[src/rtl/dsram_arbiter.sv]
// Data SRAM arbiter: core memory stage vs. external bus master (debug/DMA).
// Latency: grant and SRAM select are combinational; read data returns one cycle after a granted read.
// Backpressure: core stalls when it loses; ext holds req until ext_gnt; a starvation counter forces ext progress.
// Optional: define DSRAM_ARB_PERF_EN to add the stall/grant performance counters.
module dsram_arbiter #(
   parameter int STARVE_LIMIT = 4,
   parameter int CNT_W        = 4
) (
   input  logic        clk,
   input  logic        cpurst,
   input  logic        core_cs,
   input  logic        core_we,
   input  logic [31:0] core_addr,
   input  logic [3:0]  core_ben,
   input  logic [31:0] core_wdata,
   input  logic        core_split,
   output logic        core_stall,
   output logic [31:0] core_rdata,
   input  logic        ext_req,
   input  logic        ext_we,
   input  logic [31:0] ext_addr,
   input  logic [3:0]  ext_ben,
   input  logic [31:0] ext_wdata,
   output logic        ext_gnt,
   output logic        ext_rvalid,
   output logic [31:0] ext_rdata,
   output logic        sram_cs,
   output logic        sram_we,
   output logic [31:0] sram_addr,
   output logic [3:0]  sram_ben,
   output logic [31:0] sram_wdata,
   input  logic [31:0] sram_rdata
`ifdef DSRAM_ARB_PERF_EN
   ,
   output logic [31:0] perf_core_stall_cnt,
   output logic [31:0] perf_ext_grant_cnt
`endif
);

   typedef enum logic [1:0] {ARB_IDLE, ARB_CORE, ARB_EXT, ARB_LOCK} arb_state_t;
   typedef enum logic [1:0] {RD_NONE, RD_CORE, RD_EXT} rd_owner_t;

   localparam logic [CNT_W-1:0] LIMIT = CNT_W'(STARVE_LIMIT);

   arb_state_t       state, state_nxt;
   rd_owner_t        rd_owner;
   logic [CNT_W-1:0] wait_cnt;
   logic             core_gnt;
   logic             ext_gnt_w;

   // State register: owner of the previous cycle
   always_ff @(posedge clk or posedge cpurst) begin
      if (cpurst) state <= ARB_IDLE;
      else        state <= state_nxt;
   end

   // Grant decision in priority order; nothing is granted while in reset.
   // A split store's second half beats even a starved ext; a flushed split
   // (LOCK with no core request) simply falls through to the normal rules.
   always_comb begin
      core_gnt  = 1'b0;
      ext_gnt_w = 1'b0;
      if (!cpurst) begin
         if (state == ARB_LOCK && core_cs)        core_gnt  = 1'b1;
         else if (ext_req && wait_cnt == LIMIT)   ext_gnt_w = 1'b1;
         else if (core_cs)                        core_gnt  = 1'b1;
         else if (ext_req)                        ext_gnt_w = 1'b1;
      end
   end

   // Next state follows whoever was granted this cycle
   always_comb begin
      state_nxt = ARB_IDLE;
      if (core_gnt)       state_nxt = core_split ? ARB_LOCK : ARB_CORE;
      else if (ext_gnt_w) state_nxt = ARB_EXT;
   end

   // SRAM mux and handshake outputs; payload defaults to core when idle
   always_comb begin
      sram_cs    = core_gnt | ext_gnt_w;
      sram_we    = ext_gnt_w ? ext_we    : (core_gnt & core_we);
      sram_addr  = ext_gnt_w ? ext_addr  : core_addr;
      sram_ben   = ext_gnt_w ? ext_ben   : core_ben;
      sram_wdata = ext_gnt_w ? ext_wdata : core_wdata;
      ext_gnt    = ext_gnt_w;
      core_stall = core_cs & ~core_gnt & ~cpurst;
   end

   // Starvation counter: counts denied ext cycles, saturating at the limit
   always_ff @(posedge clk or posedge cpurst) begin
      if (cpurst)                     wait_cnt <= '0;
      else if (!ext_req || ext_gnt_w) wait_cnt <= '0;
      else if (wait_cnt != LIMIT)     wait_cnt <= wait_cnt + CNT_W'(1);
   end

   // Remember who issued a read so the return data can be flagged next cycle
   always_ff @(posedge clk or posedge cpurst) begin
      if (cpurst)                      rd_owner <= RD_NONE;
      else if (core_gnt && !core_we)   rd_owner <= RD_CORE;
      else if (ext_gnt_w && !ext_we)   rd_owner <= RD_EXT;
      else                             rd_owner <= RD_NONE;
   end

   // Read return: data shared, ext steered by rvalid, core by pipeline timing
   always_comb begin
      ext_rvalid = (rd_owner == RD_EXT);
      ext_rdata  = sram_rdata;
      core_rdata = sram_rdata;
   end

`ifdef DSRAM_ARB_PERF_EN
   // Free-running performance counters, wrapping at 2^32
   always_ff @(posedge clk or posedge cpurst) begin
      if (cpurst) begin
         perf_core_stall_cnt <= '0;
         perf_ext_grant_cnt  <= '0;
      end else begin
         if (core_stall) perf_core_stall_cnt <= perf_core_stall_cnt + 32'd1;
         if (ext_gnt_w)  perf_ext_grant_cnt  <= perf_ext_grant_cnt + 32'd1;
      end
   end
`endif

endmodule
[config.mk]
export PLATFORM = sky130hd
export DESIGN_NAME = dsram_arbiter
export DESIGN_NICKNAME = d
export VERILOG_FILES = /design/src/rtl/dsram_arbiter.sv
export SDC_FILE = /design/constraint.sdc
export NUM_CORES = 1
export LEC_CHECK = 0
export ABC_AREA = 1
export CORE_AREA = 2 2 122 124
export CTS_BUF_LIST = sky130_fd_sc_hd__clkbuf_16
export CTS_CLUSTER_DIAMETER = 30
export DETAILED_ROUTE_END_ITERATION = 10
export DIE_AREA = 0 0 124 126
export HOLD_SLACK_MARGIN = 0.05
export PLACE_DENSITY_LB_ADDON = 0.25
export SYNTH_ARGS = -nofsm -noshare
export SYNTH_HDL_FRONTEND = slang
export SYNTH_SLANG_ARGS = --single-unit
[constraint.sdc]
create_clock -name clk -period 1.7 [get_ports clk]
set_input_delay 0.34 -clock clk [delete_from_list [all_inputs] [get_ports clk]]
set_output_delay 0.34 -clock clk [all_outputs]
set_load 0.01 [all_outputs]
Yosys cells after proc, flatten, opt, wreduce, memory -nomap -nowiden:

Cells that the tools add are included.

* flip-flop bits (word level): 8
* input bits: 175
* output and inout bits: 137
* word-level logic and storage cells: 43

* $add $sub $neg: 1
* equality and inequality tests: 4
* muxes and demuxes: 20
* bitwise gates (word level): 6
* reductions and logical operators: 9

Operator list (number)
* $mux W32: 2
* $mux W4: 3
* $mux W1: 10
* $mux W2: 5
* $add A4 B1 Y4 const B: 1
* $eq A2 B2 Y1 const B: 2
* $eq A4 B3 Y1 const B: 1
* $logic_and A1 B1 Y1: 4
* $ne A4 B3 Y1 const B: 1
* $and A1 B1 Y1: 3
* $logic_not A1 Y1: 3
* $not A1 Y1: 2
* $reduce_bool A2 Y1: 1
* $logic_or A1 B1 Y1: 1
* $or A1 B1 Y1: 1

Logic depth before layout (Yosys ltp):

Gate-level depths: netlist (run 1).

* depth after elaboration: 8
* mapped depth: 8
* mapped depth without buffers: 7

Worst setup path after synthesis (run 1):

No wires, ideal clock.

* path type: reg2out
* start point: register wait_cnt[0]
* end point: output port sram_wdata[21]
* data arrival time: 1.389 ns
* data required time: 1.360 ns
* setup slack: -0.029 ns
* cell stages (with the launch flop): 8
* path buffers: 1
* path through: dfrtp_1 > inv_1 > ha_1 > nand3_4 > a21oi_4 > buf_6 > nand2_1 > nand2_1

* cells in the longest elaborated chain, start to end: 6

RTL lines
* start: declaration: RTL line 47 `logic [CNT_W-1:0] wait_cnt;`
* start signal: assignment: RTL line 93 `else if (wait_cnt != LIMIT) wait_cnt <= wait_cnt + CNT_W'(1);`
* $eq A4 B3 Y1: RTL line 65 `else if (ext_req && wait_cnt == LIMIT) ext_gnt_w = 1'b1;`
* $logic_and A1 B1 Y1: RTL line 65
* $mux W1: RTL line 65
* $mux W1: RTL line 64 `if (state == ARB_LOCK && core_cs) core_gnt = 1'b1;`
* $mux W1: RTL line 63 `if (!cpurst) begin`
* net ext_gnt: RTL line 24 `output logic ext_gnt,`
* $mux W32: RTL line 84 `sram_wdata = ext_gnt_w ? ext_wdata : core_wdata;`
* end: declaration: RTL line 31 `output logic [31:0] sram_wdata,`

The timed path passes the listed nets, and every way through them passes these cells.

Final worst setup path (run 1):

* start point: register wait_cnt[0]
* end point: output port sram_ben[0]

* cells in the longest elaborated chain, start to end: 6

RTL lines
* $eq A4 B3 Y1: RTL line 65
* $logic_and A1 B1 Y1: RTL line 65
* $mux W1: RTL line 65
* $mux W1: RTL line 64
* $mux W1: RTL line 63
* $mux W4: RTL line 83 `sram_ben = ext_gnt_w ? ext_ben : core_ben;`
* end: declaration: RTL line 30 `output logic [3:0] sram_ben,`

No other way between the ends.

==> metrics.cfg, run 1 <==
[run_status]
status=finished, violations left
violations=negative setup slack

[sta]
final.setup_skew_ns=0.00174
layout_setup_ws_ns=-0.528
final_critical_period_ns=2.23
timing.final.setup_violations=72
fin_crit_sh_pct=131
report.final.hold_viol_count=0
slew_headroom_pct=88.8
final_number_of_max_transition_violations=0
achievable-frequency_ghz=0.449
grt_setup_unrepaired=yes
timing_worst_slew_pin_value_ns=0.168

[clocking]
clockRootBuffer=clkbuf_16
cts_inserted_buffers=3
clock_insertion_delay_worst_skew_ns=0.23
tritoncts=done
cts.path.max_buffers=2
cts_hold_buf=0
cts.sinks=8
cts.htree.levels=1
clkSlewWorstSetupHoldPaths_ns=0.04

[worst_setup_path]
crit_path_cell_trace=inv_2, ha_4, nand3_4, nand2_4, nand3_4, buf_12, buf_12, buf_8, buf_6, nand2_2, nand2_2, buf_6
cp.buffers_inverters=6
critical_path_peak_fanout=6
worst-setup-path-type=reg -> out
cp_slowest_cell=dfrtp_1
critical_path.endpoint_type=output port
worst-path-stages=12
start_kind=flip-flop
crit_start=wait_cnt[0]$_DFFE_PP0P_
critPathMaxStageDelay_ns=0.38
crit_family=buffers and inverters
timing.critical_path.required_ns=1.36
reg2reg_from=wait_cnt[0]$_DFFE_PP0P_
cp.arrival_ns=1.89
r2r.worst_path.cells=10

[die]
die-width_microns=124
design.die.area_sq_um=15600
floorplan.io_pins=312
rows=44
core_area_sq_um=14300
chipHeight_microns=126
initial_util_pct=13.1

[route]
detailroute.via_count=2727
finalWirelength_microns=10300
drtPass1Iterations=4
drt_iter0_markers=59
drt-vias-per-instance=3.72
final_antenna_net_count=0
post-route-drc-count=0
wl_per_cell_microns=14.0

[grt]
grt_start_max_net_pins=36
grt_antenna_before_repair=0
grt_pass1_vias=2644
grt_first_pass_wirelength_microns=12900
grt.total_usage_pct=10.6
globalRouteOverflowTotal=0

[cells_and_area]
final_layout_size_suffix_gt1_share_pct=43.8
layout-area-overhead-vs-synth_pct=156
layout.nets=729
most-common-layout-cells=140 x clkdlybuf4s50_1, 131 x nand2_1, 69 x nand2_2
layout.cells.non_filler=734
antenna_cells_inserted=0
layout_commonest_cell=clkdlybuf4s50_1

[synthesis]
synthesized_net_count=514
ys_warn_count=0
synth_cells=337
synth_cell_types=17
ys_seq_elements=8
ys_seq_area_share_pct=10.7
synth.avg_cell_area_sq_um=5.54
post_synth_instance_area_sq_um=1870

[power]
cellPowerDensity_nw_per_um2=402
leakage_power_figure_uw=0.00234
max-vdd-ir-drop_mv=0.248
post-layout-total-power_uw=1920

[placed_design]
gp_congestion=0.771
numPlacedInstances=676
dp_hpwl_microns=6150
place.port_buffers=215

[job]
timing.max_cap.violations=0

[worst_hold_path]
timing.hold.worst.class=in -> async

-- cell usage after synthesis --
cell type,number,area share (%)
o21ai_0,1,0.27
nand3_1,5,1.3
inv_1,9,1.8
nand3_4,2,1.9
nor2_2,1,0.34
buf_6,14,8.4
nand2_2,2,0.67
nand2_1,216,43
dfrtp_1,8,11
and2_1,1,0.34
nand4_1,1,0.34
xnor2_1,1,0.47
a21oi_4,1,0.87
nor2_1,8,1.6
xor2_1,1,0.47
ha_1,2,1.3
buf_4,64,26
-- stage by stage --
step	utilization, %	setup WS, ns	hold WS, ns	TNS (ns)	cell area, sq um
5_1_grt	33.5	-0.609	0.417	-35.21	4790
4_1_cts	29.1	-0.725	0.380	-32.35	4160
2_1_floorplan	-	0.000131	0.189	0	1890
6_report	33.5	-0.528	0.370	-29.31	4790
3_5_place_dp	26.7	-0.825	0.626	-57.47	3820
3_3_place_gp	26.7	-0.807	0.580	-56.64	3820
-- worst reg2reg max path, stage by stage (launching register included) --
cell and delay [ns]:
dfrtp_1 0.38, inv_2 0.08, ha_4 0.15, nand3_4 0.11
nand2_4 0.10, nand3_4 0.08, buf_12 0.15, buf_4 0.14
clkbuf_16 0.15, nand2_1 0.13, nor2_1 0.06
-- cells by family after synthesis --
kind of cell               count (synthesis)  share of synthesized area, %
DFF                                        8                          10.7
and+or+nand+nor                          236                          49.9
xor gates and xnor gates                   2                         0.938
adders and majority gates                  2                          1.34
buffers and inverters                     87                          36.0
AOI/OAI and AO/OA                          2                          1.14
-- area by class of cell --
| cell class | instances | area (sq um) |
|---|---|---|
| flip-flops and latches | 8 | 200 |
| fillers | 1490 | 9530 |
| well taps | 184 | 230 |
| multi-input cells | 242 | 1330 |
| clock buffers | 3 | 75.1 |
| inverters | 9 | 33.8 |
| repair buffers | 288 | 2920 |
-- metal layers --
metal	vias up	track usage [%]	wire length, microns
met3	25	2.85	913
met2	138	20.3	5470
met5	-	0	0
met4	0	3.64	194
met1	1189	10.8	3690
li1	1375	-	-
-- state kept, by name, indices dropped and copies added, names as in the netlist --
| register | count |
|---|---|
| wait_cnt | 4 |
| rd_owner | 2 |
| state | 2 |
-- report_power, final --
part	switching (uW)	internal (uW)
combinational	520	799
sequential	10.7	209
clock	83.4	302
-- path summary, 6_finish.rpt --
| check | end | slack [ns] |
|---|---|---|
| hold / removal | rd_owner[0]$_DFF_PP0_ | 0.37 |
| max in group asynchronous | wait_cnt[0]$_DFFE_PP0P_ | 1.21 |
| hold reg to reg | wait_cnt[3]$_DFFE_PP0P_ | 0.62 |
| setup reg to reg | wait_cnt[3]$_DFFE_PP0P_ | 0.06 |
| min in group clk | wait_cnt[2]$_DFFE_PP0P_ | 0.60 |
| setup / recovery | sram_ben[0] | -0.53 |
-- what timing repair did --
item,in CTS,in global routing
endpoints found under the setup margin,72,72
gates cloned,6,7
setup buffers,20,24
resized for setup,194,228
pin swaps,3,32
(Power assumes the default switching activity.)
==> run 2: changes to the inputs <==
- GPL_TIMING_DRIVEN: default -> 0
- MAX_ROUTING_LAYER: default -> met4
==> metrics.cfg, run 2 (synthesized netlist as in run 1, its figures left out) <==
[run_status]
status=finished, violations left
violations=negative setup slack

[clocking]
cts.sinks=8  ; unchanged
cts.path.max_buffers=2  ; unchanged
cts_inserted_buffers=3  ; unchanged
clockRootBuffer=clkbuf_16
clock_insertion_delay_worst_skew_ns=0.23  ; about the same
tritoncts=done
cts.htree.levels=1  ; unchanged
clkSlewWorstSetupHoldPaths_ns=0.04  ; about the same

[placed_design]
place.port_buffers=279  ; +30%
place_worst_setup_slack_ns=-1.18  ; -0.356 ns
gp_congestion=0.775  ; +0.55%
dp_hpwl_microns=7950  ; +29%
cell_area_after_placement_sq_um=4920  ; +29%

[cells_and_area]
layout-area-overhead-vs-synth_pct=191
final.fill_count=1518  ; +1.9%
finalInstanceArea_sq_um=5440  ; +14%
reg_top3=wait_cnt x4, rd_owner x2, state x2
final_layout_size_suffix_gt1_share_pct=41.8  ; -2.0 points
number_of_flip_flops_in_the_largest_register=4  ; unchanged
layout.nets=827  ; +13%
antenna_cells_inserted=0  ; unchanged
registers.top_by_ff_count=wait_cnt
layout_commonest_cell=clkdlybuf4s50_1
most-common-layout-cells=204 x clkdlybuf4s50_1, 141 x nand2_1, 79 x buf_4

[sta]
slew_headroom_pct=81.7  ; -7.1 points
grt_setup_unrepaired=yes
report.final.hold_viol_count=0  ; unchanged
timing_worst_slew_pin_value_ns=0.274  ; +0.106 ns
timing.hold.ws_ns=0.273  ; -0.0963 ns
achievable-frequency_ghz=0.478  ; +6.4%
final.setup_skew_ns=0.00186  ; +0.000121 ns
layout_setup_ws_ns=-0.393  ; +0.135 ns
final_number_of_max_transition_violations=0  ; unchanged
setup_tns_ns=-23.88  ; +5.43 ns
timing.final.setup_violations=72  ; unchanged
final_critical_period_ns=2.09  ; -0.135 ns
fin_crit_sh_pct=123  ; -7.9 points

[worst_setup_path]
worst-setup-path-type=reg -> out
critical_path_peak_fanout=8  ; +2
timing.critical_path.required_ns=1.36  ; about the same
critical_path.endpoint_type=output port
cp.arrival_ns=1.75  ; -0.14 ns
start_kind=flip-flop

[die]
floorplan.io_pins=312  ; unchanged
rows=44  ; unchanged
core_area_sq_um=14300  ; unchanged
chipHeight_microns=126  ; unchanged
die-width_microns=124  ; unchanged
initial_util_pct=13.1  ; unchanged
design.die.area_sq_um=15600  ; unchanged

[route]
final_antenna_net_count=0  ; unchanged
detailroute.via_count=3092  ; +13%
post-route-drc-count=0  ; unchanged
drtPass1Iterations=4  ; unchanged
wl_per_cell_microns=12.1  ; -13%
drt-vias-per-instance=3.72  ; about the same
drt_iter0_markers=40  ; -32%
finalWirelength_microns=10100  ; -1.7%

[power]
leakage_power_figure_uw=0.00266  ; +14%
post-layout-total-power_uw=2110  ; +9.4%
max-vdd-ir-drop_mv=0.286  ; +15%
cellPowerDensity_nw_per_um2=387  ; -3.7%

[grt]
globalRouteOverflowTotal=0  ; unchanged
grt.total_usage_pct=11.4  ; +0.84 points
grt_first_pass_wirelength_microns=13900  ; +7.9%
grt_antenna_before_repair=0  ; unchanged
grt_pass1_vias=2894  ; +9.5%
grt_start_max_net_pins=13  ; -64%

[job]
timing.max_cap.violations=0  ; unchanged

[worst_hold_path]
timing.hold.worst.class=in -> async

[run 2: changes by cell type in the layout (fill, tap and decap cells not counted), moves of 8 or more]
cell             change
buf_2               +13
buf_4               +50
nand2_4              -8
clkdlybuf4s50_1     +64
nand2_1             +10
clkbuf_2            -16
[run 2: path summary, 6_finish.rpt]
path / cells after the start / slack (ns) / start / end
setup / recovery: 10 / -0.39 / wait_cnt[0]$_DFFE_PP0P_ / sram_wdata[20]
hold / removal: 2 / 0.27 / cpurst / wait_cnt[2]$_DFFE_PP0P_
setup reg to reg: 10 / 0.12 / wait_cnt[0]$_DFFE_PP0P_ / rd_owner[1]$_DFF_PP0_
hold reg to reg: 3 / 0.65 / wait_cnt[3]$_DFFE_PP0P_ / wait_cnt[3]$_DFFE_PP0P_
max in group asynchronous: 2 / 1.23 / cpurst / wait_cnt[3]$_DFFE_PP0P_
min in group clk: 3 / 0.58 / ext_req / wait_cnt[2]$_DFFE_PP0P_
[run 2: timing repair]
item / CTS / global route
resized for setup: 359 / 67
buffers inserted: 16 / 7
cloned: 5 / 3
pin swaps: 8 / 27
setup endpoints to repair: 72 / 72
endpoints found under the hold margin: 0 / 0
hold buffers: 0 / 0
[run 2: power by group]
| group | leakage [uW] | internal [uW] | switching [uW] |
|---|---|---|---|
| Sequential | 0.000106 | 209 | 12.7 |
| Clock | 0.0000370 | 303 | 93.7 |
| Combinational | 0.00252 | 927 | 561 |
| Total | 0.00266 | 1440 | 667 |
[run 2: final cells by class]
cell class              instances  area, sq um  share of cell area (%)
repair buffers                308         2970                    54.5
plain buffers                  77          654                    12.0
inverters                       9         37.5                   0.690
multi-input cells             243         1280                    23.5
clock buffers                   3         75.1                    1.38
well taps                     184          230                    4.23
flip-flops and latches          8          200                    3.68
[run 2: routing by layer]
metal	wire length (microns)	track usage, %	vias to the layer above
met5	0	-	-
met4	96	1.45	0
met3	984	1.81	9
met2	5350	22.4	168
met1	3660	12.1	1346
li1	-	-	1569
[run 2: critical path, cell delays in order, from the launching register on]
cell and delay, ns:
dfrtp_1 0.38, inv_2 0.08, ha_4 0.14, nand3_4 0.10, a21oi_4 0.18, buf_12 0.16
buf_8 0.13, buf_6 0.13, nand2_2 0.05, nand2_1 0.05, buf_2 0.13
[run 2: metrics by stage]
step / std cells / utilization (%)
5_1_grt: 832 / 38.0
2_1_floorplan: 337 / -
6_report: 832 / 38.0
3_5_place_dp: 800 / 34.3
3_3_place_gp: 800 / 34.3
4_1_cts: 823 / 35.7
==> edit (settings of run 2) <==
Build with the macro `DSRAM_ARB_PERF_EN` defined.
--- a/src/rtl/dsram_arbiter.sv
+++ b/src/rtl/dsram_arbiter.sv
@@ -2,6 +2,8 @@
 // Latency: grant and SRAM select are combinational; read data returns one cycle after a granted read.
 // Backpressure: core stalls when it loses; ext holds req until ext_gnt; a starvation counter forces ext progress.
 // Optional: define DSRAM_ARB_PERF_EN to add the stall/grant performance counters.
+`define DSRAM_ARB_PERF_EN
+
 module dsram_arbiter #(
    parameter int STARVE_LIMIT = 4,
    parameter int CNT_W        = 4
Formal check against the unedited RTL (old outputs only; new: perf_core_stall_cnt and perf_ext_grant_cnt): equivalent (Yosys induction, for registers that start in step).
==> edit against run 2 <==
  * The run still ends with setup timing left
  * Sequential cell count is 64 higher
  * Design area rose by 100%
  * Routed wire length rose to 2.9 times the old value
  * Power increased to 3.2 times the old value
  * Global-route usage rose by 23 points
  * Count of clock-buffer cells in the layout up 6
  * Setup slack worse by 110 ps
  * Combinational power rose by 76%
  * Area after synthesis rose to 3.0 times the old value
  * Highest routed layer unchanged
==> edit: results (changes against run 2) <==
# H-tree levels=3 (+2); Final TNS setup=-36940 ps (-13070 ps); Seq/Total Area, Yosys=32.29% (+22 points); multi-input gate count=677 (+180%); skew final=8.594 ps (+6.730 ps); post-synthesis compound-gate area fraction=1.346% (+0.21 points); Reg clk slew, reported paths=60 ps (+20 ps); Total GRT Usage=34.47% (+23 points); setup bufs post-CTS=14 (-2); Final Setup Violations=111 (+54%); status=finished with violations; crit path max fanout=10 (+2); Fillers=1032 (-32%); Vias=7313 (+140%); count of cell types in the netlist=28 (+11); gpl congestion=0.9693 (+25%); multi-input gate share of total cell area=32.99% (+9.5 points); WL/cell=19.55 um (+61%); Post-CTS Resized=534 (+49%); detailed-placement wirelength estimate=21450 um (+170%); Non-clock buffering overhead=43.18% (-23 points); Synth area leaders=dfrtp_1, nand2_1, buf_4; failing checks=setup timing; Final nets=1472 (+78%); area occupied by multi-input gates=3627 um^2 (+180%); leakage power=5.414 nW (+100%); share of layout cells above drive strength 1=31.97% (-9.8 points); worst slew pin tran=515.5 ps (+241.7 ps); Clock Latency Late Sink=340 ps (+110 ps); worst setup slack after layout=-505.2 ps (-111.8 ps); clk cell area share=2.629% (+1.2 points)
-- edit: cell types whose count changed after synthesis, sizes merged, moves of 2 or more --
cell / run 2 / this run
buf: 78 / 84
nand4: 1 / 9
nor3: 0 / 5
clkbuf: 0 / 3
nor2: 9 / 96
xnor2: 1 / 11
nand3b: 0 / 4
ha: 2 / 4
nand3: 7 / 45
nand2: 218 / 467
o21ai: 1 / 11
xor2: 1 / 21
inv: 9 / 63
dfrtp: 8 / 72
-- edit: kinds of logic after synthesis --
family	Yosys count
buffers and inverters	150
AOI/OAI and AO/OA	14
xor gates and xnor gates	32
and+or+nand+nor	627
DFF	72
adders and majority gates	4
-- edit: per-stage QoR --
| step | instances | setup slack, ps | utilization (%) |
|---|---|---|---|
| after global routing | 1482 | -553.1 | 76.81 |
| after floorplan | 899 | -613.8 | - |
| final | 1482 | -505.2 | 76.81 |
| after CTS | 1461 | -554.9 | 71.46 |
| after detailed placement | 1428 | -1350 | 65.12 |
| after global placement | 1426 | -2443 | 64.79 |
-- edit: report_power, final --
group	switching, W	internal (W)
sequential	0.000244	0.00188
clock	0.000788	0.00112
combinational	0.00118	0.00144
-- edit: final timing paths --
path | end | slack, ps | cells after the start
worst max-delay path | sram_wdata[25] | -510 | 10
max in group asynchronous | perf_core_stall_cnt[8] | 950 | 4
worst max register to register | perf_core_stall_cnt[18] | -180 | 11
worst min register to register | perf_ext_grant_cnt[8] | 500 | 1
min in group clk | state[0] | 410 | 3
worst min-delay path | perf_ext_grant_cnt[0] | 300 | 2
-- edit: routing by layer --
| layer | up-vias | wire length [um] | track usage (%) |
|---|---|---|---|
| met4 | 0 | 2183 | 18.90 |
| met3 | 103 | 2867 | 11.41 |
| li1 | 3459 | - | - |
| met5 | - | 0 | - |
| met1 | 3343 | 9192 | 33.47 |
| met2 | 408 | 14730 | 59.66 |
